==> config.mk <==
export PLATFORM = sky130hd
export DESIGN_NAME = s1s2_iter_ctrl
export DESIGN_NICKNAME = d
export VERILOG_FILES = /design/src/rtl/s1s2_iter_ctrl_pkg.sv /design/src/rtl/s1s2_iter_ctrl_wdog.sv /design/src/rtl/s1s2_iter_ctrl.sv
export SDC_FILE = /design/constraint.sdc
export NUM_CORES = 1
export LEC_CHECK = 0
export BUFFER_PORTS_ARGS = -buffer_cell sky130_fd_sc_hd__buf_2
export CAP_MARGIN = 30
export CORE_MARGIN = 2
export CORE_UTILIZATION = 45
export CTS_CLUSTER_DIAMETER = 40
export DETAILED_ROUTE_END_ITERATION = 6
export SKIP_LAST_GASP = 1
export SLEW_MARGIN = 20
export SYNTH_ARGS = -nofsm -noshare
export SYNTH_HDL_FRONTEND = slang
export SYNTH_HIERARCHICAL = 1
export SYNTH_SLANG_ARGS = --single-unit
==> constraint.sdc <==
create_clock -name clk -period 2.6 [get_ports clk]
set_input_delay 0.52 -clock clk [delete_from_list [all_inputs] [get_ports clk]]
set_output_delay 0.52 -clock clk [all_outputs]
set_load 0.01 [all_outputs]
==> src/rtl/s1s2_iter_ctrl_pkg.sv <==
// Shared helpers for the S1S2 iteration controller: index width and output bundle.
package s1s2_iter_ctrl_pkg;

    // Width of a pass index for n passes, never narrower than one bit.
    function automatic int clog2w(input int n);
        int w;
        w = 1;
        for (int i = 1; i < 31; i++) begin
            if ((1 << i) < n) begin
                w = i + 1;
            end
        end
        return w;
    endfunction

    typedef struct packed {
        logic busy;
        logic finish;
        logic error;
        logic gen_start;
        logic cons_start;
        logic mem_owner;
    } ctrl_out_t;

endpackage

==> src/rtl/s1s2_iter_ctrl_wdog.sv <==
// Watchdog counter: cleared before each wait phase, counts while enabled, saturates at all-ones.
module wdog_cnt #(
    parameter int TMO_W = 16
) (
    input  logic clk,
    input  logic rst_b,
    input  logic clear,
    input  logic enable,
    output logic expired
);

    logic [TMO_W-1:0] cnt;

    assign expired = &cnt;

    always_ff @(posedge clk or negedge rst_b) begin
        if (!rst_b) begin
            cnt <= '0;
        end else if (clear) begin
            cnt <= '0;
        end else if (enable && !expired) begin
            cnt <= cnt + TMO_W'(1);
        end
    end

endmodule

==> src/rtl/s1s2_iter_ctrl.sv <==
// Sequences iter generator/consumer passes over the shared S1S2 memory, with a
// per-phase watchdog. All outputs come straight from flops.
module s1s2_iter_ctrl
    import s1s2_iter_ctrl_pkg::*;
#(
    parameter int iter  = 5,
    parameter int TMO_W = 16
) (
    input  logic                      clk,
    input  logic                      rst_b,
    input  logic                      start,
    input  logic                      abort,
    output logic                      busy,
    output logic                      finish,
    output logic                      error,
    output logic                      gen_start,
    output logic [clog2w(iter)-1:0]   gen_iterate,
    input  logic                      gen_finish,
    output logic                      cons_start,
    output logic [clog2w(iter)-1:0]   cons_stage,
    input  logic                      cons_done,
    output logic                      mem_owner
);

    localparam int KW = clog2w(iter);
    localparam logic [KW-1:0] K_LAST = KW'(iter - 1);

    typedef enum logic [2:0] {
        IDLE, GEN_KICK, GEN_WAIT, CONS_KICK, CONS_WAIT, DONE, ERR
    } state_t;

    state_t          state, state_nxt;
    logic [KW-1:0]   k, k_nxt;
    ctrl_out_t       out_q, out_nxt;
    logic            wd_clear, wd_en, wd_expired;

    // Both wait states are always entered from a kick state, so clearing there
    // presents a zero count on the first wait cycle.
    assign wd_clear = (state == GEN_KICK) || (state == CONS_KICK);
    assign wd_en    = (state == GEN_WAIT) || (state == CONS_WAIT);

    wdog_cnt #(.TMO_W(TMO_W)) u_wdog (
        .clk     (clk),
        .rst_b   (rst_b),
        .clear   (wd_clear),
        .enable  (wd_en),
        .expired (wd_expired)
    );

    always_comb begin
        state_nxt = state;
        k_nxt     = k;
        case (state)
            IDLE: begin
                if (start) begin
                    state_nxt = GEN_KICK;
                    k_nxt     = '0;
                end
            end
            GEN_KICK:  state_nxt = abort ? IDLE : GEN_WAIT;
            GEN_WAIT: begin
                if (abort)           state_nxt = IDLE;
                else if (gen_finish) state_nxt = CONS_KICK;
                else if (wd_expired) state_nxt = ERR;
            end
            CONS_KICK: state_nxt = abort ? IDLE : CONS_WAIT;
            CONS_WAIT: begin
                if (abort) begin
                    state_nxt = IDLE;
                end else if (cons_done) begin
                    if (k == K_LAST) begin
                        state_nxt = DONE;
                    end else begin
                        state_nxt = GEN_KICK;
                        k_nxt     = k + KW'(1);
                    end
                end else if (wd_expired) begin
                    state_nxt = ERR;
                end
            end
            DONE:    state_nxt = IDLE;
            ERR:     state_nxt = abort ? IDLE : ERR;
            default: state_nxt = IDLE;
        endcase
    end

    // Outputs are decoded from the next state and registered, so they line up
    // with the state they describe without any input-to-output path.
    always_comb begin
        out_nxt = '0;
        case (state_nxt)
            GEN_KICK: begin
                out_nxt.busy      = 1'b1;
                out_nxt.gen_start = 1'b1;
            end
            GEN_WAIT:  out_nxt.busy = 1'b1;
            CONS_KICK: begin
                out_nxt.busy       = 1'b1;
                out_nxt.cons_start = 1'b1;
                out_nxt.mem_owner  = 1'b1;
            end
            CONS_WAIT: begin
                out_nxt.busy      = 1'b1;
                out_nxt.mem_owner = 1'b1;
            end
            DONE: begin
                out_nxt.busy   = 1'b1;
                out_nxt.finish = 1'b1;
            end
            ERR: begin
                out_nxt.busy  = 1'b1;
                out_nxt.error = 1'b1;
            end
            default: ;
        endcase
    end

    always_ff @(posedge clk or negedge rst_b) begin
        if (!rst_b) begin
            state <= IDLE;
            k     <= '0;
            out_q <= '0;
        end else begin
            state <= state_nxt;
            k     <= k_nxt;
            out_q <= out_nxt;
        end
    end

    assign busy        = out_q.busy;
    assign finish      = out_q.finish;
    assign error       = out_q.error;
    assign gen_start   = out_q.gen_start;
    assign cons_start  = out_q.cons_start;
    assign mem_owner   = out_q.mem_owner;
    assign gen_iterate = k;
    assign cons_stage  = k;

endmodule

# Word level (Yosys, flattened, before mapping)
# Cells that the tools add are included.
[totals] ff_bits=28 input_bits=6 out_inout_bits=12
[op_classes] add_sub_neg=2 n_eq_ne=16 mux=24 n_reduce_logical=11
[op_table] operator="$mux W3" count=13
[op_table] operator="$mux W16" count=2
[op_table] operator="$eq A3 B3 Y1 const B" count=6
[op_table] operator="$pmux W3 S6" count=1
[op_table] operator="$add A16 B1 Y16 const B" count=1
[op_table] operator="$reduce_and A16 Y1" count=1
[op_table] operator="$eq A3 B2 Y1 const B" count=4
[op_table] operator="$ne A2 B2 Y1 const B" count=4
[op_table] operator="$eq A3 B1 Y1 const B" count=2
[op_table] operator="$mux W1" count=6
[op_table] operator="$pmux W3 S2" count=1
[op_table] operator="$reduce_or A6 Y1" count=1
[op_table] operator="$reduce_and A5 Y1" count=1
[op_table] operator="$reduce_bool A2 Y1" count=2
[op_table] operator="$add A3 B1 Y3 const B" count=1
[op_table] operator="$logic_not A3 Y1" count=1
[op_table] operator="$logic_or A1 B1 Y1" count=2
[op_table] operator="$mux W2" count=1
[op_table] operator="$reduce_or A2 Y1" count=1
[op_table] operator="$logic_and A1 B1 Y1" count=1
[op_table] operator="$logic_not A1 Y1" count=1

# Depth between registers and ports, before layout
# Gate-level depths: netlist of the first run.
[logic_depth] depth_word=8 depth_mapped=8 mapped_depth_nobuf=8

# By module
# The synthesis of the first run kept the hierarchy.
[modules_own_cells] module="wdog_cnt" instances=1 cells_per_inst=89 area_each_um2=903.4 seq_area_each_um2=400.4
[modules_own_cells] module="s1s2_iter_ctrl" instances=1 cells_per_inst=64 area_each_um2=660.6 seq_area_each_um2=300.3

# Least setup slack after synthesis of the first run
# Ideal clock, no wire load.
[synth_path] path_kind="register -> register" startpoint="register state[1]" endpoint="register u_wdog.cnt[10]" setup_time_ps=125 t_arrival_ps=1871 setup_slack_ps=604 path_stages_with_launch=8 path_buffers=1 period_less_slack_ps=1996 path_cell_list="dfrtp_1 buf_2 xnor2_1 nor2_1 nand4_1 a311oi_2 nand3_1 mux2_2"
[synth_between] elab_chain_cells=4 word_cells_on_any_way=9 classes_between="eq/ne (4); mux (1); reduce/logical (4)"
[synth_rtl] item="start: declaration" line="s1s2_iter_ctrl.sv:32" text="state_t state, state_nxt;"
[synth_rtl] item="start signal: assignment" line="s1s2_iter_ctrl.sv:124" text="state <= state_nxt;"
[synth_rtl] item="$eq A3 B2 Y1 / $eq A3 B3 Y1 (equally long branches)" line="s1s2_iter_ctrl.sv:40" text="assign wd_en = (state == GEN_WAIT) || (state == CONS_WAIT);"
[synth_rtl] item="$logic_or A1 B1 Y1 (*)" line="s1s2_iter_ctrl.sv:40"
[synth_rtl] item="net wd_en" line="s1s2_iter_ctrl.sv:35" text="logic wd_clear, wd_en, wd_expired;"
[synth_rtl] item="$logic_and A1 B1 Y1 (*)" line="s1s2_iter_ctrl_wdog.sv:21" text="end else if (enable && !expired) begin"
[synth_rtl] item="$reduce_bool A2 Y1 (no source line) (*)"
[synth_rtl] item="end signal: assignment" line="s1s2_iter_ctrl_wdog.sv:22" text="cnt <= cnt + TMO_W'(1);"
[synth_rtl] item="end: declaration" line="s1s2_iter_ctrl_wdog.sv:12" text="logic [TMO_W-1:0] cnt;"
# Mark *: on every way through the listed nets, which the timed path passes. The rest lies on a longest branch.
# A chain may end at the register's enable or synchronous reset.

# Worst setup path after layout of the first run
[layout_path] startpoint="register state[2]" endpoint="register u_wdog.cnt[9]"
# Same word-level chain as after synthesis.

==> flow_summary_export.csv, run 1 <==
group,metric,value,unit
status,status,"complete, no violations",
drt,drtIter0Drc,50,
floorplan,die_w,63.0,um
clock_network,cts-root-buf,"clkbuf_4",
floorplan,fp-row-count,21,
yosys,ys_seq_elements,28,
drt,wl_per_cell,14.5,um
place,post-dp-hpwl,2.25,mm
yosys,synthCells,153,
yosys,synth_area_leaders,"dfrtp_1 45%, nor2_1 4.6%, ha_1 2.4%",
yosys,synth.most_common_cell,"dfrtp_1",
clock_network,cts_sinks,28,
job,maxCapViolations,0,
worst_setup_path,cp_max_fo,11,
worst_setup_path,cp-start-kind,"flip-flop",
yosys,async_reset_ff_share,100,%
yosys,seq_area_frac_synth,44.8,%
power,vdd_drop_max,0.461,mV
finish,final_nets,179,
grt,grt_pass1_vias,1144,
yosys,synth.avg_cell_area,10.2,um^2
grt,grt_overflow_total,0,
worst_setup_path,cp.arrival,2500,ps
power,p_per_area,690,nW/um^2
power,leakage,0.769,nW
yosys,synth_top_area_share,44.8,%
yosys,synthFlopType,"dfrtp_1",
clock_network,post_cts_buffers,0,
yosys,synth.net_count,162,
clock_network,cts_tree,"done",
floorplan,die_area,3960,um^2
clock_network,hold_buffers,0,
yosys,yosysWarnings,6,
drt,wl,3.13,mm
timing,relSlewSlack,56.9,%
clock_network,worstSkewPairLatency,340,ps
floorplan,io_pins,18,
worst_setup_path,path_class,"reg -> reg",
drt,num_vias,1236,
timing,report.final.hold_viol_count,0,
place,gp_congestion,0.790,
timing,tns,0,ps
timing,finalCriticalPeriod,2230,ps
power,p_total,1.18,mW
clock_network,clkTransAtPathRegs,160,ps
worst_setup_path,crit_chain,"xnor2_1 -> nor2_1 -> nand4_2 -> or2_4 -> or4_1 -> a21oi_1",
finish,syn2layout_area_growth,9.44,%
drt,drcViolationCount,0,
finish,antenna_cells,0,
place,io_buffers,17,
yosys,synth_area,1560,um^2
timing,setup_viol,0,
finish,multi_input_area,783,um^2
timing,tightest_slew,646,ps
worst_setup_path,slowest_delay,540,ps
grt,grt_max_degree,29,
finish,final-seq-area,701,um^2
finish,fillers,312,
clock_network,post_cts_resized,0,
min_path,holdCritPathClass,"in -> async",
grt,antenna_found_initial,0,
drt,vias_per_cell,5.75,
floorplan,die_height,63.0,um
timing,period_share,85.8,%
clock_network,clockBufferDepth,2,
timing,rsz0062_at_grt,"no",
timing,clock-skew-final,12.7,ps
drt,postRouteAntennaNets,0,
yosys,synth.distinct_cells,52,
drt,drt_first_pass_iters,4,
timing,timing.final.max_slew_violations,0,
grt,grt_pass1_wl,5.25,mm
worst_setup_path,cp_slowest_cell,"dfrtp_1",
worst_setup_path,crit_required,2870,ps
yosys,synth.top_cells.by_count,"28 x dfrtp_1, 19 x nor2_1, 7 x a21oi_1, 6 x inv_1, 6 x nand2_1",
finish,final_layout_size_suffix_gt1_share,23.1,%
floorplan,floorplan.core_area,3340,um^2
clock_network,cts_buffers,3,
yosys,synth_edf_count,0,
worst_setup_path,cp-end-kind,"flip-flop",
clock_network,htree_num_levels,1,
grt,grt_usage,16.8,%
timing,fmax,448,MHz
floorplan,initial_core_util,46.9,%
yosys,yosys.area.top_type,"dfrtp_1",
==> metal layers <==
layer | vias up | routed length [um] | global-route usage, %
met4 | 0 | 40 | 6.67
met2 | 19 | 1610 | 29.3
met5 | - | 0 | 0
met3 | 4 | 93 | 2.52
met1 | 616 | 1390 | 20.6
li1 | 597 | - | -
==> report_power, final <==
| group | switching, mW | total [mW] | leakage (nW) | internal, mW |
|---|---|---|---|---|
| Sequential | 0.0848 | 0.584 | 0.384 | 0.499 |
| Combinational | 0.226 | 0.378 | 0.364 | 0.152 |
| Clock | 0.134 | 0.220 | 0.0210 | 0.0859 |
| Total | 0.445 | 1.18 | 0.769 | 0.737 |
==> worst max-delay path: cells and delay by family (launching register included) <==
family	cells	cell delay, ps
simple gates	4	1290
flops	1	540
xor+xnor	1	180
compound gates	1	150
==> worst paths after layout <==
| kind | startpoint | depth (start not counted) | end | slack, ps |
|---|---|---|---|---|
| min reg2reg | u_wdog/cnt[6] | 1 | u_wdog/cnt[6] | 560 |
| max in group asynchronous | rst_b | 1 | u_wdog/cnt[0] | 2000 |
| min | rst_b | 1 | busy | 180 |
| max reg2reg | state[2] | 6 | u_wdog/cnt[9] | 370 |
| max | state[2] | 6 | u_wdog/cnt[9] | 370 |
| min in group clk | gen_finish | 3 | cons_start | 490 |
==> per-stage QoR <==
stage                     worst slack [ps]  cells  hold slack, ps  area, um^2  utilization, %
after global placement                 515    211             530        1680            50.2
after floorplan                        604    153             224        1560               -
after detailed placement               440    211             543        1680            50.2
after CTS                              419    215             189        1710            51.3
final                                  370    215             176        1710            51.3
after global routing                   256    215             206        1710            51.3
==> flip-flops by register name, summed over array words and instances, names as in the netlist <==
register,count
busy,1
cons_stage,3
cons_start,1
error,1
finish,1
gen_start,1
mem_owner,1
state,3
u_wdog/cnt,16
==> area by class of cell <==
class | count | share of cell area, %
clock buffers | 4 | 2.12
inverters | 7 | 1.54
multi-input cells | 110 | 45.8
flip-flops and latches | 28 | 40.9
well taps | 46 | 3.36
repair buffers | 20 | 6.29
==> layout by cell type (no fill, tap or decap), drive strengths merged, types with 2 or more instances in the layout <==
cell type / count
nor2b: 5
and4: 2
nand3b: 2
or4: 2
nor3: 4
nand3: 4
a311oi: 3
ha: 3
mux2: 3
o21ai: 3
o22ai: 2
o31ai: 3
and3: 2
nand2: 6
a31oi: 2
o41ai: 2
inv: 7
clkbuf: 4
o21a: 2
nand4b: 2
nor4: 2
nand4: 6
xnor2: 3
nand2b: 3
nor2: 19
dfrtp: 28
o211ai: 3
a211oi: 3
a21oi: 8
buf: 20
==> logic make-up after synthesis <==
logic type	Yosys count	share of synthesized area, %
xor+xnor	4	2.24
simple gates	65	25.5
fa+ha+maj	3	2.40
flops	28	44.8
buf+inv	15	5.12
mux	4	2.80
compound gates	34	17.1
Note: power is estimated with default switching activity, not from simulation.
==> run 2: changes to the inputs <==
- BUFFER_PORTS_ARGS: -buffer_cell sky130_fd_sc_hd__buf_2 -> not set
- DONT_BUFFER_PORTS: not set -> 1
==> run 2 against run 1 <==
Net effect: clock skew fell by 9.8 ps; sequential share of layout area grew 1.1 points; largest power group unchanged; cell count decreased by 7.4%; via count down 7.2%; clock power rose by 29%; die area stayed put; flip-flop and latch count did not move; non-clock buffer count down 16; first-iteration DRC count increased by 30%.
==> flow_summary_export.csv, run 2 (synthesized netlist as in run 1, its figures left out) <==
group,metric,value,unit
timing,timing.final.max_slew_violations,0,
clock_network,cts_tree,"done",
floorplan,initial_core_util,46.9,%
finish,final-seq-area,701,um^2
timing,relSlewSlack,72.8,%
finish,antenna_cells,0,
floorplan,io_pins,18,
finish,final_layout_size_suffix_gt1_share,14.4,%
clock_network,worstSkewPairLatency,320,ps
drt,postRouteAntennaNets,0,
worst_setup_path,crit_family,"simple AND/OR/NAND/NOR gates",
min_path,min-delay-start,"gen_finish",
timing,clock-skew-final,2.93,ps
finish,most-common-layout-cells,"28 x dfrtp_1, 19 x nor2_1, 7 x a21oi_1",
timing,rsz0062_at_grt,"no",
drt,vias_per_cell,5.76,
power,p_per_area,721,nW/um^2
worst_setup_path,slowest_delay,540,ps
place,io_buffers,0,
min_path,holdCritPathClass,"in -> reg",
worst_setup_path,path_class,"reg -> reg",
clock_network,post_cts_buffers,0,
worst_setup_path,cp-start-kind,"flip-flop",
timing,finalCriticalPeriod,2260,ps
clock_network,cts_sinks,28,
timing,tightest_slew,405,ps
finish,multi_input_area,783,um^2
worst_setup_path,cp_max_fo,11,
drt,drtIter0Drc,65,
finish,final_nets,163,
clock_network,cts_buffers,3,
clock_network,clockBufferDepth,2,
grt,grt_usage,16.4,%
status,status,"complete, no violations",
grt,grt_max_degree,29,
drt,drcViolationCount,0,
floorplan,die_w,63.0,um
timing,setup_viol,0,
drt,drt_first_pass_iters,4,
grt,grt_pass1_vias,1151,
finish,largest_reg_flops,16,
finish,fillers,335,
floorplan,fp-row-count,21,
floorplan,die_height,63.0,um
grt,antenna_found_initial,0,
floorplan,floorplan.core_area,3340,um^2
worst_setup_path,timing.rr.start,"state[2]",
finish,fin_util,49.9,%
worst_setup_path,critPathBufInv,0,
finish,top_register,"u_wdog/cnt",
worst_setup_path,cp_slowest_cell,"dfrtp_1",
grt,grt_pass1_wl,5.29,mm
grt,grt_overflow_total,0,
timing,fmax,443,MHz
timing,period_share,86.7,%
clock_network,htree_num_levels,1,
worst_setup_path,timing.critical_path.from,"state[2]",
worst_setup_path,crit_chain,"xnor2_1 -> nor2_1 -> nand4_1 -> a311oi_2 -> nand3_1 -> mux2_2",
worst_setup_path,cp.arrival,2480,ps
finish,layout_commonest_cell,"dfrtp_1",
place,gp_congestion,0.781,
timing,tns,0,ps
finish,final_area,1670,um^2
drt,num_vias,1147,
place,post-dp-hpwl,2.20,mm
clock_network,cts-root-buf,"clkbuf_4",
timing,report.final.hold_viol_count,0,
power,leakage,0.702,nW
worst_setup_path,regToRegSetupSlack,340,ps
drt,wl,2.98,mm
worst_setup_path,cp-end-kind,"flip-flop",
place,placed_area,1580,um^2
finish,syn2layout_area_growth,6.48,%
clock_network,clkTransAtPathRegs,150,ps
worst_setup_path,crit_required,2830,ps
drt,wl_per_cell,15.0,um
power,vdd_drop_max,0.408,mV
floorplan,die_area,3960,um^2
job,maxCapViolations,0,
[run 2: cell count changes in the layout (fill, tap and decap cells not counted)]
cell           delta
buf_4             -1
buf_12            +1
dlygate4sd3_1     +1
bufinv_16         +1
buf_2            -17
clkbuf_8          -1
[run 2: report_power, final]
part	internal (mW)	leakage [nW]	total [mW]	switching (mW)
Combinational	0.122	0.290	0.304	0.182
Sequential	0.499	0.384	0.615	0.116
Clock	0.156	0.0279	0.283	0.127
Total	0.777	0.702	1.20	0.424
[run 2: metrics by stage]
stage                     power [mW]  std cells  hold slack, ps  worst slack, ps
after global routing            1.28        199             406              181
after global placement         0.907        193             225              419
final                           1.20        199             407              345
after detailed placement       0.918        193             225              375
after CTS                       1.22        199             394              354
after floorplan                0.876        153             224              604
[run 2: final timing paths]
| kind | end | depth (start not counted) |
|---|---|---|
| hold / removal | cons_start | 2 |
| max in group asynchronous | busy | 2 |
| setup reg to reg | u_wdog/cnt[12] | 6 |
| hold reg to reg | u_wdog/cnt[13] | 1 |
| min in group asynchronous | u_wdog/cnt[10] | 2 |
| setup / recovery | u_wdog/cnt[12] | 6 |
[run 2: timing repair]
item	4_1_cts	5_1_grt
endpoints found under the hold margin	28	0
hold buffers	2	0
resized for setup	0	0
[run 2: area by class of cell]
type | instances | area share (%)
clock buffer | 3 | 1.35
clock inverter | 1 | 1.80
inverter | 7 | 1.58
multi-input combinational | 110 | 47.0
sequential | 28 | 42.1
tap | 46 | 3.46
timing repair buffer | 4 | 2.70
[run 2: routing by layer]
layer	GRT usage, %	up-vias	share of wire, %
met2	28.9	13	52
met3	3.96	2	4.1
met5	0	-	0
met1	20.3	571	44
met4	3.61	0	0.60
li1	-	561	-
